===== src/rtl/iram_fetch_arbiter.sv =====
// iram_fetch_arbiter
//   Round-robin arbiter in front of the shared single-port instruction RAM.
//   Each cycle it picks one requesting core, drives that core's address to
//   IRAM, and routes the registered RAM word back to that core two cycles later.
//   A per-core saturating stall counter is kept for debug display.
//
// Ports
//   CLK          system clock, shared with IRAM and the cores
//   rst          synchronous active-low reset
//   req          per-core fetch request
//   addr         per-core fetch address, core i at [i*AW +: AW]
//   gnt          one-hot grant, combinational, same cycle as the winning req
//   rdata        per-core returned word, core i at [i*DW +: DW]
//   rvalid       per-core one-cycle strobe marking its rdata slice as fresh
//   ram_address  address to IRAM
//   ram_q        IRAM output, valid the cycle after its address was presented
//   stall_cnt    per-core saturating count of cycles requesting without a grant
module iram_fetch_arbiter #(
    parameter int NCORES = 2,
    parameter int AW     = 8,
    parameter int DW     = 8,
    parameter int SCW    = 8
) (
    input  logic                  CLK,
    input  logic                  rst,
    input  logic [NCORES-1:0]     req,
    input  logic [NCORES*AW-1:0]  addr,
    output logic [NCORES-1:0]     gnt,
    output logic [NCORES*DW-1:0]  rdata,
    output logic [NCORES-1:0]     rvalid,
    output logic [AW-1:0]         ram_address,
    input  logic [DW-1:0]         ram_q,
    output logic [NCORES*SCW-1:0] stall_cnt
);

    localparam int IW = (NCORES > 1) ? $clog2(NCORES) : 1;

    logic [IW-1:0]     last_gnt_q, last_gnt_d;
    logic              tag1_vld_q, tag1_vld_d;
    logic [IW-1:0]     tag1_id_q, tag1_id_d;
    logic [AW-1:0]     addr_hold_q, addr_hold_d;
    logic [NCORES-1:0] rvalid_q;
    logic [DW-1:0]     rdata_q [NCORES];
    logic [SCW-1:0]    stall_q [NCORES];

    logic              win_vld;
    logic [IW-1:0]     win_id;
    logic [IW-1:0]     cand;

    // Search begins one past the last winner and wraps, so the most recently
    // served core has lowest priority. A lone requester still wins every cycle.
    always_comb begin
        win_vld = 1'b0;
        win_id  = '0;
        cand    = '0;
        for (int k = 1; k <= NCORES; k++) begin
            cand = IW'((int'(last_gnt_q) + k) % NCORES);
            if (!win_vld && req[cand]) begin
                win_vld = 1'b1;
                win_id  = cand;
            end
        end
    end

    always_comb begin
        gnt         = '0;
        ram_address = addr_hold_q;
        last_gnt_d  = last_gnt_q;
        tag1_vld_d  = 1'b0;
        tag1_id_d   = tag1_id_q;
        addr_hold_d = addr_hold_q;
        if (rst && win_vld) begin
            gnt[win_id] = 1'b1;
            ram_address = addr[win_id*AW +: AW];
            last_gnt_d  = win_id;
            tag1_vld_d  = 1'b1;
            tag1_id_d   = win_id;
            addr_hold_d = addr[win_id*AW +: AW];
        end
    end

    always_ff @(posedge CLK) begin
        if (!rst) begin
            // Pointer parked on the last core so core 0 is searched first.
            last_gnt_q  <= IW'(NCORES - 1);
            tag1_vld_q  <= 1'b0;
            tag1_id_q   <= '0;
            addr_hold_q <= '0;
            rvalid_q    <= '0;
            for (int i = 0; i < NCORES; i++) begin
                rdata_q[i] <= '0;
                stall_q[i] <= '0;
            end
        end else begin
            last_gnt_q  <= last_gnt_d;
            tag1_vld_q  <= tag1_vld_d;
            tag1_id_q   <= tag1_id_d;
            addr_hold_q <= addr_hold_d;
            rvalid_q    <= '0;
            if (tag1_vld_q) begin
                rvalid_q[tag1_id_q] <= 1'b1;
                rdata_q[tag1_id_q]  <= ram_q;
            end
            for (int i = 0; i < NCORES; i++) begin
                if (req[i] && !gnt[i] && (stall_q[i] != '1)) begin
                    stall_q[i] <= stall_q[i] + 1'b1;
                end
            end
        end
    end

    assign rvalid = rvalid_q;

    for (genvar g = 0; g < NCORES; g++) begin : g_out
        assign rdata[g*DW +: DW]      = rdata_q[g];
        assign stall_cnt[g*SCW +: SCW] = stall_q[g];
    end

endmodule


===== config.mk =====
export PLATFORM = sky130hd
export DESIGN_NAME = iram_fetch_arbiter
export DESIGN_NICKNAME = d
export VERILOG_FILES = /design/src/rtl/iram_fetch_arbiter.sv
export SDC_FILE = /design/constraint.sdc
export NUM_CORES = 1
export LEC_CHECK = 0
export CAP_MARGIN = 25
export CORE_MARGIN = 8
export CORE_UTILIZATION = 23
export CTS_CLUSTER_SIZE = 28
export DETAILED_ROUTE_END_ITERATION = 12
export DONT_BUFFER_PORTS = 1
export SLEW_MARGIN = 20
export SYNTH_ARGS = -nofsm -noshare
export SYNTH_HDL_FRONTEND = slang
export SYNTH_SLANG_ARGS = --single-unit

===== constraint.sdc =====
create_clock -name CLK -period 5.97 [get_ports CLK]
set_input_delay 1.4925 -clock CLK [delete_from_list [all_inputs] [get_ports CLK]]
set_output_delay 1.4925 -clock CLK [all_outputs]
set_load 0.02 [all_outputs]

* After elaboration in Yosys (flattened, before gate mapping)
Memory sizes are Yosys's and may differ from the RTL's.
Index checks and enable logic that the tools add are counted.
** Operators by class
- Shift operators :: 1
- Mux-type cells :: 30
- Bitwise gates (word level) :: 2
- Eq/ne operators :: 2
- Magnitude comparators :: 6
- Add/sub/neg operators :: 4
- Reduce and logical (&&, ||, !) cells :: 13
** Operator list (count)
- $mux 8 :: 4
- $mux 1 :: 23
- $add 8x1->8 const B :: 2
- $ne 8x8->1 const B :: 2
- $shiftx 16x5->8 :: 1
- $logic_and 1x1->1 :: 8
- $lt 1x2->1 const B :: 4
- $reduce_or 8->1 :: 1
- $logic_not 1->1 :: 3
- $add 1x1->1 const B :: 2
- $demux 1 s1 :: 2
- $ge 1x1->1 const B :: 2
- $mux 2 :: 1
- $or 1x1->1 :: 2
- $reduce_and 2->1 :: 1
** Storage, ports and cells
- Memories :: 2
- Bits in registers :: 13
- Logic and storage cells :: 65
- Memory bits (writable) :: 32
- Output and inout port bits :: 44
** Memory list
- rdata_q :: words 2, bits a word 8, rd ports 2, clocked after Yosys merged registers in 0, wr ports 2, line 43 : logic [DW-1:0] rdata_q [NCORES];
- stall_q :: words 2, bits a word 8, rd ports 2, clocked after Yosys merged registers in 0, wr ports 2, line 44 : logic [SCW-1:0] stall_q [NCORES];

* Depth between registers and ports, before layout
- Depth after elaboration :: 19
- Gate-level depth with buffers :: 5

* Least setup slack after synthesis
Ideal clock, no wire load.
- Path kind :: input port to output port
- Start point :: input port rst
- End point :: output port ram_address[3]
- Path slack :: 2.162 ns
- Cell stages on the path :: 5
- Arrival time :: 2.316 ns
- Data required time :: 4.478 ns
- Cell sequence :: buf_2 > and2_1 > buf_2 > a32oi_1 > nand2_1
** On the way
- Longest elaborated chain between the ends :: 2
** RTL lines
- from (decl) :: line 25 : input logic rst,
- $logic_and 1x1->1 :: line 72 : if (rst && win_vld) begin
- $mux 8 :: line 72
- to (decl) :: line 31 : output logic [AW-1:0] ram_address,
Every way passes these cells.

* Final worst setup path
- Start point :: input port req[1]
- End point :: output port ram_address[4]
** On the way
- Longest elaborated chain between the ends :: 8
- Elaborated cells on any way between the ends :: 13
** RTL lines
- from (decl) :: line 26 : input logic [NCORES-1:0] req,
- $mux 1 (implied by the code) (2 in a row) :: line 58 : if (!win_vld && req[cand]) begin
- $mux 1 :: line 58
- $logic_not 1->1 :: line 58
- $logic_and 1x1->1 :: line 58
- $mux 1 :: line 58
- $shiftx 16x5->8 or $logic_and 1x1->1 (tied branches) :: line 74, 72
- $mux 8 * :: line 72
Every way passes the cells marked *; elsewhere a longest branch is shown, timed or not. The select of a mux whose other input is x is not followed.

==> results.md <==
- Reported net switching power: 0.178 mW
- Share of cells above drive strength 1: 7.26%
- Post-CTS sizing: 0
- Root buffer cell: clkbuf_8
- Crit-path slowest cell: o21ai_1
- Synth Register Bits: 45
- Wirelength, routed: 5.02 mm
- Worst setup margin: 2.02 ns
- Post-synth EDFFs: 32
- Cts hold-fix bufs: 0
- Layout Skew: 0.00492 ns
- Switching part of the total: 28.1%
- Place WS: 1.96 ns
- Startpoint Class: primary input
- Layout fillers: 924
- RePlAce Congestion: 0.666
- Dominant cells by area after synthesis: edfxtp_1 (47%), dfxtp_1 (13%), and2_1 (6.1%)
- Tightest Hold Check Type: reg2reg
- Share of the synthesized area in the top cell type: 46.8%
- Final setup fails: 0
- Max-cap violations: 0
- Combinational power share: 8.0%
- Buffers on Ports: 0
- Ports: 72
- Critical Path AT: 2.45 ns
- Vias in the first global route: 1398
- Drt pass-1 iters: 4
- Max Fclk: 253 MHz
- Run status: finished, final reports clean
- Worst path cell trace: o21ai_1 -> a32oi_1 -> nand2_1
- Mean Syn Cell Area: 11.5 um^2
- Clock power frac: 30.8%
- Setup bufs post-CTS: 0
- Fin nets: 208
- VDD IR max: 0.0945 mV
- CP endpoint kind: output pin
- Antenna cells: 0
- Mapped Cells: 178
- Critical path fanouts, max: 9
- Tmin final: 3.95 ns
- Core box area: 8680 um^2
- RR Endpoint: stall_q[0][3]
- FFs w/ async S/R, synth: 0%
- Largest net degree at the start of global routing: 21
- CP max stage delay: 0.55 ns
- Worst Tran Pin Value: 0.705 ns
- R2R Setup Slk: 3.68 ns
- Gr ovfl total: 0
- RR Startpoint: stall_q[0][0]
- CTS Buf Count: 5
- Reg2Reg Depth: 4
- Area leader, netlist: edfxtp_1
- DR WL/cell: 17.5 um
- Top cells by instance count after synthesis: edfxtp_1 (32), and2_1 (20), nand2_1 (14), nand3_1 (14), dfxtp_1 (13)
- Relative slew margins: 52.7%
- CTS tree: built
- Critical path required time: 4.48 ns
- Most common cell in the synthesized netlist: edfxtp_1
- Initial antenna violation count: 0
- Final period util: 66.1%
- Chip height: 111 um
- CTS max path bufs: 2
- Worst setup path endpoint: ram_address[4]
- Synth warn: 0
- Hpwl dp: 3.68 mm
- First-pass GRT wire length: 7.90 mm
- Die Width: 111 um
- Final hold violations: 0
- CTS sink cnt: 45
- Vias: 1397
- Hold Slack: 0.539 ns
- Total track usage: 7.93%
- RSZ-0062 raised after global routing: false
- Hold path start: addr_hold_q[3]
- Starting density of the core: 23.7%
- Worst-Skew Late Latency: 0.29 ns
- Post-DR vias/cell: 4.87
- Area Overhead vs Synth: 9.20%
- Max-slew violation count: 0
- Leakage power: 0.778 nW
- Register area share after synthesis: 59.4%
- Flop pwr share: 61.2%
- Mapped cell area: 2050 um^2
- Yosys cell types: 31
- Top FF cell, synth: edfxtp_1
- Antenna Nets Post-Route: 0
- TNS Setup: 0 ns
- Initial DRC count: 62
- P_int: 0.454 mW
- PnR Total Power: 0.631 mW
- Syn Nets: 208
- # H-tree levels: 2
- First element of the critical path: req[1]
- Cell Pwr Density: 281 nW/um^2
- Clk slew on worst S/H paths: 0.09 ns
- Setup CP Type: in2out
- DRC Markers: 0
- Die area: 12200 um^2
- Cell Rows: 34
[state kept, by name, summed over array words and instances, names as in the netlist]
register / flops
addr_hold_q: 8
rdata_q: 16
last_gnt_q: 1
tag1_id_q: 1
rvalid: 2
stall_q: 16
tag1_vld_q: 1
[cells in the final DEF (no fill, tap or decap), types with 2 or more instances in the layout]
cell,count
a32oi_1,8
nor2_1,2
and2_1,20
o21ai_0,8
a22oi_1,5
nand3_1,14
nand2_1,14
clkbuf_8,5
dfxtp_1,13
a21oi_1,9
a21boi_0,8
a21boi_1,2
edfxtp_1,32
buf_4,2
or3_1,6
xor2_1,2
xnor2_1,4
inv_1,5
ha_1,2
nor2b_1,2
nand4_1,4
nand2b_1,2
[layer usage]
layer | up-vias | routed length, um | GRT usage, %
li1 | 657 | - | -
met1 | 688 | 2350 | 9.77
met5 | - | 0 | 0
met3 | 2 | 398 | 3.57
met2 | 50 | 2240 | 12.3
met4 | 0 | 19 | 1.89
[per-stage QoR]
stage,utilization (%),area [um^2],instances
2_1_floorplan,-,2050,178
3_3_place_gp,24.8,2150,279
3_5_place_dp,24.8,2150,279
4_1_cts,25.9,2240,287
5_1_grt,25.9,2240,287
6_report,25.9,2240,287
[power by group through the flow]
stage	Combinational, mW	Sequential, mW	Clock, mW
2_1_floorplan	0.0435	0.388	0
3_3_place_gp	0.0505	0.394	0
3_5_place_dp	0.0517	0.394	0
4_1_cts	0.0519	0.387	0.206
5_1_grt	0.0569	0.390	0.217
6_report	0.0505	0.387	0.194
[critical path: cells and delay by family]
family          cells  cell delay [ns]
simple gates        1             0.23
compound gates      2             0.73
[logic make-up after synthesis]
kind of cell | share of synthesized area, %
flip-flops | 59.4
AO/OA/AOI/OAI | 16.0
adder cells (fa/ha/maj) | 1.22
buffers and inverters | 3.41
XOR/XNOR | 2.56
AND/OR/NAND/NOR | 17.4
[cell type report]
type / count / area, um^2 / share of cell area (%)
clock buffer: 5 / 68.8 / 3.07
inverter: 5 / 18.8 / 0.837
multi-input combinational: 119 / 763 / 34.0
timing repair buffer: 2 / 15.0 / 0.669
tap: 108 / 135 / 6.02
clock inverter: 3 / 21.3 / 0.948
sequential: 45 / 1220 / 54.4
[worst min path at each step]
stage	endpoint	cells past startpoint
floorplan	rvalid[0]	1
global placement	addr_hold_q[3]	2
detailed placement	addr_hold_q[3]	2
CTS	addr_hold_q[3]	2
global route	addr_hold_q[3]	2
finish	addr_hold_q[3]	2
Note: power is estimated with default switching activity, not from simulation.
